File: src/rtl/stopwatch_pkg.sv
// Shared definitions for the stopwatch slice.
//   - Digit select codes used on sel / wr_sel buses.
//   - Per-digit maxima used for range checking of manual digit writes.
//   - Encoding of the adjust-mode controller state.
//   - num_in_range(): true when a value is legal for the selected digit.
package stopwatch_pkg;

  localparam logic [1:0] DIG_SEC_R = 2'd0;
  localparam logic [1:0] DIG_SEC_L = 2'd1;
  localparam logic [1:0] DIG_MIN_R = 2'd2;
  localparam logic [1:0] DIG_MIN_L = 2'd3;

  localparam logic [3:0] MAX_SEC_L = 4'd5;
  localparam logic [3:0] MAX_DIGIT = 4'd9;

  // Kept as plain constants so legacy code comparing raw codes still works.
  typedef logic [1:0] adj_state_t;
  localparam adj_state_t ST_IDLE = 2'd0;
  localparam adj_state_t ST_EDIT = 2'd1;
  localparam adj_state_t ST_REQ  = 2'd2;

  // Only the tens-of-seconds digit is limited to 0-5; every other digit is 0-9.
  function automatic logic num_in_range(input logic [1:0] dig, input logic [3:0] value);
    logic [3:0] limit;
    limit = (dig == DIG_SEC_L) ? MAX_SEC_L : MAX_DIGIT;
    return (value <= limit);
  endfunction

endpackage

File: src/rtl/stopwatch_adjust_blink.sv
// Blink generator for adjust mode.
// Counts tick_adj strobes while active; every BLINK_DIV strobes the phase
// toggles. While the phase is high the digit picked by sel is requested
// blank via a one-hot mask (bit index = sel code).
// Ports:
//   clk        system clock
//   rst_n      synchronous active-low reset
//   active     controller is out of IDLE; low clears counter, phase and mask
//   tick_adj   one-cycle 5 Hz strobe
//   sel        live digit select
//   blink_mask registered one-hot blank request
module stopwatch_adjust_blink
  import stopwatch_pkg::*;
#(
  parameter int BLINK_DIV = 2
) (
  input  logic       clk,
  input  logic       rst_n,
  input  logic       active,
  input  logic       tick_adj,
  input  logic [1:0] sel,
  output logic [3:0] blink_mask
);

  localparam int CW = (BLINK_DIV > 1) ? $clog2(BLINK_DIV) : 1;
  localparam logic [CW-1:0] CNT_LAST = CW'(BLINK_DIV - 1);

  logic [CW-1:0] cnt_reg;
  logic          phase_reg;
  logic          phase_next;
  logic          wrap;
  logic [3:0]    mask_next;

  always_comb begin
    wrap       = tick_adj && (cnt_reg == CNT_LAST);
    phase_next = phase_reg ^ wrap;
  end

  // Mask follows the phase that is being stored this edge, so the display
  // sees the new phase in the same cycle the phase register changes.
  for (genvar gi = 0; gi < 4; gi++) begin : g_mask
    assign mask_next[gi] = phase_next && (sel == 2'(gi));
  end

  always_ff @(posedge clk) begin
    if (!rst_n || !active) begin
      // Held clear outside adjust mode so entry always starts digit-visible.
      cnt_reg    <= '0;
      phase_reg  <= 1'b0;
      blink_mask <= 4'b0000;
    end else begin
      if (tick_adj) begin
        cnt_reg <= wrap ? '0 : cnt_reg + CW'(1);
      end
      phase_reg  <= phase_next;
      blink_mask <= mask_next;
    end
  end

endmodule

File: src/rtl/stopwatch_adjust.sv
// Adjust-mode controller for the stopwatch.
// Converts switch settings plus the debounced set button into single digit
// write requests (valid/ready) toward the time counter, rejects values that
// are out of range for the chosen digit, and drives the adjust blink mask.
// Build option: define STOPWATCH_ADJ_BLINK_EN to include the blink
// generator; otherwise blink_mask is constant zero.
// Ports:
//   clk, rst_n   clock and synchronous active-low reset
//   tick_adj     5 Hz strobe used for blink timing
//   adj_sw       adjust-mode switch level
//   sel, num     digit select and value to write
//   btn_set      debounced set button (level; rising edge commits)
//   wr_valid/wr_ready/wr_sel/wr_val  write request to the counter
//   rej          one-cycle pulse when a commit value is out of range
//   adj_active   high while the controller is not IDLE
//   blink_mask   one-hot digit blank request for the display
module stopwatch_adjust
  import stopwatch_pkg::*;
#(
  parameter int BLINK_DIV = 2
) (
  input  logic       clk,
  input  logic       rst_n,
  input  logic       tick_adj,
  input  logic       adj_sw,
  input  logic [1:0] sel,
  input  logic [3:0] num,
  input  logic       btn_set,
  output logic       wr_valid,
  input  logic       wr_ready,
  output logic [1:0] wr_sel,
  output logic [3:0] wr_val,
  output logic       rej,
  output logic       adj_active,
  output logic [3:0] blink_mask
);

  adj_state_t state_reg;
  adj_state_t state_next;
  logic       btn_q_reg;
  logic       commit;
  logic       num_ok;

  // Holding the button gives one event only: act on the rising edge.
  assign commit = btn_set && !btn_q_reg;
  assign num_ok = num_in_range(sel, num);

  always_comb begin
    state_next = state_reg;
    case (state_reg)
      ST_IDLE: begin
        if (adj_sw) state_next = ST_EDIT;
      end
      ST_EDIT: begin
        // Leaving adjust mode wins over a simultaneous commit.
        if (!adj_sw)             state_next = ST_IDLE;
        else if (commit && num_ok) state_next = ST_REQ;
      end
      ST_REQ: begin
        // A started write always completes, even if adj_sw has dropped.
        if (wr_valid && wr_ready) state_next = adj_sw ? ST_EDIT : ST_IDLE;
      end
      default: state_next = ST_IDLE;
    endcase
  end

  always_ff @(posedge clk) begin
    if (!rst_n) begin
      state_reg  <= ST_IDLE;
      btn_q_reg  <= 1'b0;
      wr_valid   <= 1'b0;
      wr_sel     <= 2'd0;
      wr_val     <= 4'd0;
      rej        <= 1'b0;
      adj_active <= 1'b0;
    end else begin
      state_reg  <= state_next;
      btn_q_reg  <= btn_set;
      adj_active <= (state_next != ST_IDLE);
      rej        <= (state_reg == ST_EDIT) && adj_sw && commit && !num_ok;
      if ((state_reg == ST_EDIT) && (state_next == ST_REQ)) begin
        // Payload is captured once; sel/num changes during REQ are ignored.
        wr_valid <= 1'b1;
        wr_sel   <= sel;
        wr_val   <= num;
      end else if ((state_reg == ST_REQ) && wr_valid && wr_ready) begin
        wr_valid <= 1'b0;
      end
    end
  end

`ifdef STOPWATCH_ADJ_BLINK_EN
  stopwatch_adjust_blink #(
    .BLINK_DIV(BLINK_DIV)
  ) u_blink (
    .clk        (clk),
    .rst_n      (rst_n),
    .active     (state_reg != ST_IDLE),
    .tick_adj   (tick_adj),
    .sel        (sel),
    .blink_mask (blink_mask)
  );
`else
  // Blink disabled: tick input and divider parameter have no function here.
  logic unused_blink;
  assign unused_blink = tick_adj ^ (BLINK_DIV == 0);
  assign blink_mask   = 4'b0000;
`endif

endmodule

File: config.mk
export PLATFORM = sky130hd
export DESIGN_NAME = stopwatch_adjust
export DESIGN_NICKNAME = d
export VERILOG_FILES = /design/src/rtl/stopwatch_pkg.sv /design/src/rtl/stopwatch_adjust_blink.sv /design/src/rtl/stopwatch_adjust.sv
export SDC_FILE = /design/constraint.sdc
export NUM_CORES = 1
export LEC_CHECK = 0
export BUFFER_PORTS_ARGS = -buffer_cell sky130_fd_sc_hd__buf_2
export CAP_MARGIN = 20
export CORE_MARGIN = 3
export CORE_UTILIZATION = 30
export DETAILED_ROUTE_END_ITERATION = 7
export PLACE_DENSITY_LB_ADDON = 0.08
export SETUP_SLACK_MARGIN = 0.02
export SYNTH_ARGS = -nofsm -noshare
export SYNTH_HDL_FRONTEND = slang
export SYNTH_HIERARCHICAL = 1
export SYNTH_SLANG_ARGS = --single-unit
File: constraint.sdc
create_clock -name clk -period 5.9 [get_ports clk]
set_clock_uncertainty 0.05 [all_clocks]
set_input_delay 1.77 -clock clk [delete_from_list [all_inputs] [get_ports clk]]
set_output_delay 1.77 -clock clk [all_outputs]
set_load 0.01 [all_outputs]
Yosys cells after proc, flatten, opt, wreduce, memory -nomap -nowiden

Index checks and enable logic that the tools add are counted.

Register bits: 12
Bits of input ports: 12
Output and inout bits: 13

Reductions and logical operators: 14
$lt $le $gt $ge: 1
Multiplexer cells: 9
Equal/unequal tests: 4

Operators by type and width:

| cell                 | number |
|---|---|
| $logic_and A1 B1 Y1  | 9 |
| $mux W2              | 4 |
| $pmux W2 S3          | 1 |
| $eq A2 B1 Y1 const B | 2 |
| $eq A2 B2 Y1 const B | 2 |
| $le A4 B4 Y1         | 1 |
| $mux W4              | 1 |
| $reduce_bool A2 Y1   | 2 |
| $mux W1              | 3 |
| $logic_not A1 Y1     | 2 |
| $logic_not A2 Y1     | 1 |

Depth between registers and ports, before layout

Gate-level depths: netlist of the first run.

Word-level depth: 10
Depth in mapped cells: 8

Least setup slack after synthesis of the first run

No wires, ideal clock.

Path type: input port to flip-flop
Start point: in sel[1]
End point: reg wr_sel[0]
Data arrival time: 3.089 ns
Required time: 5.778 ns
Cell stages on the path: 7
Setup time: 0.072 ns
Setup slack: 2.689 ns
Path buffers: 1
Cells stage by stage: nand2b_1 ha_1 a211o_1 o211ai_2 and4bb_1 buf_6 mux2i_1

Longest elaborated chain between the ends: 9

Ends and longest elaborated chain:

| element              | line                   | source |
|---|---|---|
| start, declared      | stopwatch_adjust.sv:26 | `input logic [1:0] sel,` |
| $eq A2 B1 Y1         | stopwatch_pkg.sv:25    | `limit = (dig == DIG_SEC_L) ? MAX_SEC_L : MAX_DIGIT;` |
| $mux W4              | stopwatch_pkg.sv:25    |  |
| $le A4 B4 Y1         | stopwatch_pkg.sv:26    | `return (value <= limit);` |
| $logic_and A1 B1 Y1  | stopwatch_adjust.sv:57 | `else if (commit && num_ok) state_next = ST_REQ;` |
| $mux W2              | stopwatch_adjust.sv:57 |  |
| $mux W2              | stopwatch_adjust.sv:56 | `if (!adj_sw) state_next = ST_IDLE;` |
| $pmux W2 S3          | stopwatch_adjust.sv:50 | `case (state_reg)` |
| $eq A2 B2 Y1         | stopwatch_adjust.sv:81 | `if ((state_reg == ST_EDIT) && (state_next == ST_REQ)) begin` |
| $logic_and A1 B1 Y1  | stopwatch_adjust.sv:81 |  |
| end signal, assigned | stopwatch_adjust.sv:84 | `wr_sel <= sel;` |
| end, declared        | stopwatch_adjust.sv:31 | `output logic [1:0] wr_sel,` |

No other way between the ends.
A chain may end at the register's enable or synchronous reset.

Worst setup path after layout of the first run

Start point: in sel[1]
End point: reg wr_val[1]

Longest elaborated chain between the ends: 9

Ends and longest elaborated chain:

| element              | line                   | source |
|---|---|---|
| $eq A2 B1 Y1         | stopwatch_pkg.sv:25    |  |
| $mux W4              | stopwatch_pkg.sv:25    |  |
| $le A4 B4 Y1         | stopwatch_pkg.sv:26    |  |
| $logic_and A1 B1 Y1  | stopwatch_adjust.sv:57 |  |
| $mux W2              | stopwatch_adjust.sv:57 |  |
| $mux W2              | stopwatch_adjust.sv:56 |  |
| $pmux W2 S3          | stopwatch_adjust.sv:50 |  |
| $eq A2 B2 Y1         | stopwatch_adjust.sv:81 |  |
| $logic_and A1 B1 Y1  | stopwatch_adjust.sv:81 |  |
| end signal, assigned | stopwatch_adjust.sv:85 | `wr_val <= num;` |
| end, declared        | stopwatch_adjust.sv:32 | `output logic [3:0] wr_val,` |

No other way between the ends.

==> flow_results.org, run 1 <==
** Route
- For this block, the initial DRC count from the detailed router was 2.
- Using the TritonRoute via totals, the vias-per-cell ratio works out to 4.36.
- Summing over every cut layer, the via total after detailed routing is 475.
- After detailed routing, the average wire length per cell comes to 10.3 um.
- # DRC :: 0
- Number of iterations in the first detailed-routing pass :: 2
- After detailed routing, the total wire length is 1120 um.
- Once detail routing completed, the nets flagged for antenna violations numbered 0.

** Global route
- For this run, global-route usage on met2 was measured as 17.0%.
- Number of antenna violations at the first check in global routing :: 0
- Highest-utilization routing layer at the global route stage :: met2
- The first global-routing pass estimated 1920 um of wire.
- Entering global routing, the biggest net connects 17 pins.
- Met1 Usage GRT :: 10.5%
- The number of global-route vias before repair was 464.
- Global routing consumed, over all layers together, 10.6% of the routing resources.
- Met3 Track Usage GR :: 5.64%
- For this run the aggregate overflow at the end of global routing stands at 0.

** Critical path
- Of all nets on the critical path, the largest fanout is 7.
- STA classifies the critical path endpoint as a register.
- Critical Path Slowest Stage Cell :: and4bb_1
- Worst Path Arrival :: 3.47 ns
- Largest delay share family, worst path :: simple AND/OR/NAND/NOR gates
- Walking the worst path, the cells encountered are buf_2, nand2b_1, ha_1, a211o_1, o211ai_2, and4bb_1, mux2i_1.
- In this design, the stage delay of the slowest critical-path cell is 0.50 ns.
- CP Class :: primary input to register
- Together, buffers and inverters on the worst path number 1.
- The worst setup path is launched from a primary input.
- At the worst endpoint, the required time is 6.05 ns.

** Timing
- Tmin final :: 3.32 ns
- Final Hold Violating Endpoints :: 0
- Setup tns final :: 0 ns
- The number of max-slew violations in the final report is 0.
- The final critical path takes up 56.3% of the cycle.
- Hold timing on the final database bottoms out at a slack of 0.407 ns.
- Highest clock frequency the design can meet :: 0.301 GHz
- Unrepaired setup endpoints after global routing :: false
- Setup violations remaining at the end of the flow were counted as 0.

** Die
- The initial utilization of the core area, before any placement, comes to 32.9%.
- In this run the vertical extent of the chip is 50.2 um.
- Width of the chip :: 50.2 um
- The initialized floorplan defines 15 standard-cell rows.
- The total area inside the core boundary comes to 0.00178 mm^2.
- The die covers 0.00252 mm^2.
- 25 I/O pins were placed.

** Yosys
- By area the synthesized netlist is led by dfxtp_1, mux2i_1, nand2_1.
- Cell with the most instances after synthesis :: nand2_1
- The share of the Yosys chip area taken by registers is 40.9%.
- Post-synth design cell area :: 587 um^2
- Post-synth top flop :: dfxtp_1
- The cell count after synthesis came out at 64.
- Share of synthesized registers carrying an async set or reset :: 0%
- Mean instance size in the synthesized netlist :: 9.17 um^2
- List of most frequent post-synthesis cells :: nand2_1, dfxtp_1, mux2i_1
- Flip-flop and latch count after synthesis :: 12
- Yosys top cell by area :: dfxtp_1
- Of the post-synthesis cell area, the dominant cell type holds 40.9%.
- The synthesized netlist contains 25 unique library cells.
- EDFF count, synth :: 0
- Yosys printed 6 warnings.

** Final layout
- Final nets :: 99
- 0 antenna diodes ended up in the layout.
- The area growth from synthesis to layout is 22.0%.
- Max reg flops :: 4
- Cells with a size suffix above 1 make up 29.8% of the layout.
- Final design instance area without fill :: 716 um^2

** Clock network
- Buffers inserted during clock tree synthesis total 3.
- Clock-pin slew reported for the worst setup and hold paths after clock tree synthesis :: 0.08 ns
- H-tree levels :: 1
- Buffer type at the clock tree root :: clkbuf_4
- Counting every sink on the clock net gives 12.
- Post-CTS resize count :: 0
- Counting along the longest clock path gives a buffer depth of 2.
- TritonCTS built the clock tree.
- Buffers added to address setup during post-CTS repair amount to 0.
- At the later pin of the worst-skew pair, clock insertion delay measures 0.27 ns.
- Buffers inserted to repair hold after CTS numbered 0.

** Flow run
- Reported max-cap violation count :: 0

** Power and ir drop
- Cell leakage power :: 0.343 nW
- Cell internal power was estimated by the tool at 0.131 mW.
- Across the VDD grid, the largest voltage drop is 0.000147 V.
- Of the total power, the clock network draws 37.9%.
- In this run the power density over the cells is 241 mW/mm^2.
- Share of total power in combinational logic :: 12.7%
- Share of power burned in registers :: 49.4%
- Switching pwr :: 0.0415 mW
- Net switching is 24.0% of the power.

** Hold path
- Hold WC Path Type :: register to register

** Placed design
- At the end of routability-driven placement, the weighted congestion stood at 0.656.
- Placement Cell Area :: 679 um^2
- Detailed-placement wirelength estimate :: 895 um
- Buffers placed on the I/O ports in this run total 19.

** Run status
- The flow ran to the end, and the final reports show no timing, DRC or antenna violations.
worst reg2reg max path: cells and delay by family (launching register included):
| family | cells | cell delay [ns] |
|---|---|---|
| muxes | 1 | 0.25 |
| DFF | 1 | 0.38 |
| and+or+nand+nor | 2 | 0.82 |
through the flow:
step           cells  utilization [%]  power [mW]  worst slack [ns]
2_1_floorplan     67                -       0.103              2.69
3_3_place_gp     105             38.1       0.109              2.29
3_5_place_dp     105             38.1       0.110              2.25
4_1_cts          109             40.1       0.176              2.55
5_1_grt          109             40.1       0.183              2.48
6_report         109             40.1       0.173              2.58
layout make-up:
class	instances	area, um^2
timing repair buffer	19	95.1
sequential	12	240
multi-input combinational	44	294
clock buffer	4	36.3
tap	25	31.3
fill	189	1070
inverter	5	18.8
path summary, 6_finish.rpt:
path	to	from	slack, ns	depth (start not counted)
setup / recovery	wr_val[1]	sel[1]	2.58	7
hold / removal	wr_val[2]	wr_val[2]	0.41	2
setup reg to reg	wr_val[1]	state_reg[0]	4.33	3
hold reg to reg	wr_val[2]	wr_val[2]	0.41	2
cell usage in the layout, fill, tap and decap left out, drive strengths merged:
cell	n
nand2b	1
a211o	2
ha	2
o21a	1
and2b	1
dfxtp	12
or2b	1
a21boi	2
a31oi	1
a32oi	1
nand4b	1
inv	5
o311ai	1
and2	1
and4bb	1
o31ai	1
nor2	2
buf	19
mux2i	6
nand2	14
clkbuf	4
o211ai	1
conb	4
metal layers:
metal,vias up,share of wire [%]
met5,-,0
met4,0,2.4
met3,4,7.4
met2,15,49
met1,206,41
li1,250,-
power by group through the flow:
stage | registers [mW] | logic [mW] | clock network, mW
2_1_floorplan | 0.0879 | 0.0153 | 0
3_3_place_gp | 0.0872 | 0.0218 | 0
3_5_place_dp | 0.0872 | 0.0223 | 0
4_1_cts | 0.0853 | 0.0223 | 0.0686
5_1_grt | 0.0857 | 0.0251 | 0.0721
6_report | 0.0852 | 0.0219 | 0.0655
cells by family after synthesis:
group | count (synthesis) | share of synthesized area, %
AND/OR/NAND/NOR | 22 | 18.6
flip-flops | 12 | 40.9
buffers and inverters | 11 | 10.9
AO/OA/AOI/OAI | 10 | 14.5
multiplexers | 6 | 10.2
adder cells (fa/ha/maj) | 2 | 4.26
other | 1 | 0.639
(Power assumes the default switching activity.)
==> run 2, diff against run 1 <==
ABC_AREA = 1   (was not set)
clock period = 3.05 ns   (was 5.9 ns; I/O delays follow)
==> flow_results.org, run 2 <==
** Route
- The number of DRC markers after the initial detailed-route iteration is 8 (+6).
- # DRC :: 0 (unchanged)
- The detail-routed net length per standard cell was 8.21 um (-20%).
- Remaining antenna violation count after routing :: 0 (unchanged)
- The number of iterations in the first detailed-routing pass was 3 (+1).
- The detailed router used layers up to and including met3.
- The detail-routed via count per cell is 3.96 (-9.2%).
- The routed length on met2 is 492 um (-10%).
- The vias after detailed routing is 534 (+12%).
- WL met3 :: 76 um (-8.4%)
- The wire length after detailed routing came to 1110 um (-1.2%).
- Detailed-route wire length on metal 1 :: 539 um (+17%)

** Flow run
- The reported max-cap violation count was 0 (unchanged).

** Critical path
- Number of gates on the worst path with buffers counted :: 9 (+2)
- Bufs and invs on worst path :: 2 (+1)
- The number of cell instances on the worst register-to-register path was 6 (+3).
- Traced cell by cell, the critical path runs through buf_2, nor2_1, inv_1, ha_1, nand3_1, nand2_1, nand4_4, nor2_1, nor2_1.
- Destination of the worst register-to-register timing path :: wr_sel[0]
- The largest individual stage delay along the critical path comes from the cell ha_1.
- The worst setup path is captured at a register.
- Most repeated library cell on the critical path :: nor2_1
- FF-to-FF setup slack :: 1.90 ns (-2.43 ns)
- Required arrival time at the worst endpoint :: 3.16 ns (-2.89 ns)
- The worst setup path is launched from a primary input.
- Worst setup path endpoint :: wr_sel[0]
- Biggest fanout along the worst timing path :: 14 (+7)
- The critical path is of the primary input to register type.
- Largest delay share family, worst path :: simple AND/OR/NAND/NOR gates
- Worst Path Arrival :: 2.17 ns (-1.30 ns)
- The delay contributed by the slowest stage of the critical path was 0.30 ns (-0.20 ns).
- Critical path origin :: sel[1]
- The worst register-to-register path begins at state_reg[1].

** Clock network
- Cts-stage hold buffer count :: 0 (unchanged)
- The clock edge transition at the registers on the reported setup and hold paths is 0.08 ns (about the same).
- The total CTS buffers came to 3 (unchanged).
- The setup fix buffers added after clock tree synthesis was 0 (unchanged).
- Buffer type at the clock tree root :: clkbuf_4
- TritonCTS built the clock tree.
- Number of clock sinks :: 12 (unchanged)
- The worst-skew pair later-pin latency was 0.26 ns (about the same).
- H-tree levels :: 1 (unchanged)
- Post-CTS resize count :: 0 (unchanged)
- Buffers from clock root to sink, at most :: 2 (unchanged)

** Yosys
- The netlist area before placement came to 622 um^2 (+6.0%).
- The sequential fraction of the synthesis area came to 38.6% (-2.3 points).
- After synthesis, the most frequently instantiated cells are nand2_1, inv_1, nor2_1.
- Flip-flop and latch count after synthesis :: 12 (unchanged)
- The share of flip-flops with an asynchronous set or reset was 0% (unchanged).
- Post-synth top area share :: 38.6% (-2.3 points)
- Among all cell types in the netlist, the one instantiated most often is nand2_1.
- The mean instance size in the synthesized netlist came to 6.91 um^2 (-25%).
- Ranked by total cell area, the synthesized netlist is headed by dfxtp_1, nand2_1, inv_1.
- In the synthesized netlist the dominant register cell turns out to be dfxtp_1.
- Syn. warnings :: 6 (unchanged)
- Number of standard cells after synthesis :: 90 (+41%)
- Distinct cells, synth :: 16 (-36%)
- The number of flops mapped to enable cells by yosys was 0 (unchanged).
- Yosys top cell by area :: dfxtp_1

** Global route
- Total track usage :: 9.64% (-0.92 points)
- Residual overflow from global routing :: 0 (unchanged)
- The number of global-route vias before repair is 457 (-1.5%).
- The largest net degree at the start of global routing came to 15 (-2).
- The first-pass GRT wire length is 1910 um (-0.36%).
- The initial antenna violation count is 0 (unchanged).

** Timing
- Final clock period utilization by the worst path :: 67.4%
- Highest clock frequency the design can meet :: 0.486 GHz
- Setup tns final :: 0 ns (unchanged)
- The hold violation count in the final report came to 0 (unchanged).
- The setup violation total in the final timing report is 0 (unchanged).
- Number of max-slew violations in the final report :: 0 (unchanged)
- Tmin final :: 2.06 ns
- Fin Hold WS :: 0.432 ns (+0.0248 ns)
- Setup repair after global routing left no endpoint under its margin.

** Final layout
- Layout-stage area growth over the synthesis result :: 19.5%
- Fraction of layout cells with a size suffix above 1 :: 25.5% (-4.3 points)
- The antenna cell count was 0 (unchanged).
- FF/Latch Area :: 240 um^2 (unchanged)
- Final non-filler cell total :: 135 (+24%)
- The area taken by multi-input logic gates was 273 um^2 (-7.2%).
- Max reg flops :: 4 (unchanged)
- Commonest cells after routing, fill and taps aside :: nand2_1, buf_2, inv_1, nor2_1, dfxtp_1
- Fill cell instance count of the final layout :: 214 (+13%)
- Most common cell after layout, fill and taps aside :: nand2_1
- Final nets :: 125 (+26%)

** Power and ir drop
- The static leakage is 0.450 nW (+31%).
- Overall Power :: 0.337 mW (+95%)
- Worst supply voltage drop on vdd :: 0.000181 V (+23%)
- Pwr Density :: 453 mW/mm^2 (+88%)

** Die
- I/O pin count :: 25 (unchanged)
- The overall die height was 51.5 um (+2.6%).
- Starting utilization of the core area :: 33.8% (+0.90 points)
- The total die area is 0.00266 mm^2 (+5.3%).
- The x dimension of the die came to 51.5 um (+2.6%).
- The floorplan row count came to 15 (unchanged).
- Core outline area :: 0.00184 mm^2 (+3.2%)

** Placed design
- The number of port buffers was 19 (unchanged).
- Detailed-placement wirelength estimate :: 873 um (-2.5%)
- The routability congestion estimate was 0.698 (+6.4%).
- Placed Instances :: 131 (+25%)

** Hold path
- Hold WC Path Type :: register to register

** Run status
- The flow ran to the end, and the final reports show no timing, DRC or antenna violations.
## run 2: changes by cell type in the layout (fill, tap and decap cells not counted), sizes merged, moves of 2 or more
cell    delta
a211o      -2
a21boi     -2
inv       +13
mux2i      -6
nand2     +13
nand3      +6
nand4      +2
nor2      +13
## run 2: cells by family (layout without fill, tap and decap cells)
kind of cell / count (synthesis) / after routing / share of synthesized area [%]
AOI/OAI and AO/OA: 1 / 1 / 0.804
adders and majority gates: 2 / 2 / 4.02
buffers and inverters: 24 / 41 / 19.3
DFF: 12 / 12 / 38.6
other: 1 / 4 / 0.603
and+or+nand+nor: 50 / 50 / 36.6
## run 2: area by class of cell
type                            instances  share of cell area (%)
Multi-Input combinational cell         57                    36.7
Tap cell                               25                    4.21
Inverter                               18                    9.09
Sequential cell                        12                    32.3
Clock buffer                            4                    4.88
Timing Repair Buffer                   19                    12.8
## run 2: layer usage
layer	GRT usage, %	up-vias
met4	2.62	0
met1	12.3	224
met3	3.72	0
met2	15.0	14
li1	-	296
met5	0	-
## run 2: tightest hold or removal path: stages (launching register included)
cell and delay [ns]:
dfxtp_1 0.33, nand2_1 0.07, a21oi_1 0.05
## run 2: how the worst min path moves through the flow
stage          cells after the start      from  endpoint  slack [ns]
6_report                           2  wr_valid  wr_valid        0.43
5_1_grt                            2  wr_valid  wr_valid        0.48
4_1_cts                            2  wr_valid  wr_valid        0.44
3_5_place_dp                       2  wr_valid  wr_valid        0.43
3_3_place_gp                       2  wr_valid  wr_valid        0.42
2_1_floorplan                      2  wr_valid  wr_valid        0.44
## run 2: power by group
group	switching [mW]	internal, mW	leakage (nW)	total [mW]
Combinational	0.0283	0.0176	0.331	0.0459
Clock	0.0534	0.0724	0.0210	0.126
Sequential	0.00263	0.163	0.0977	0.165
Total	0.0844	0.252	0.450	0.337
## run 2: per-stage QoR
step	util, %	area (um^2)	setup slack (ns)
after global routing	40.4	743	0.800
after CTS	40.4	743	0.964
after floorplan	-	633	0.946
after global placement	38.4	707	0.701
after detailed placement	38.4	707	0.670
final	40.4	743	0.994
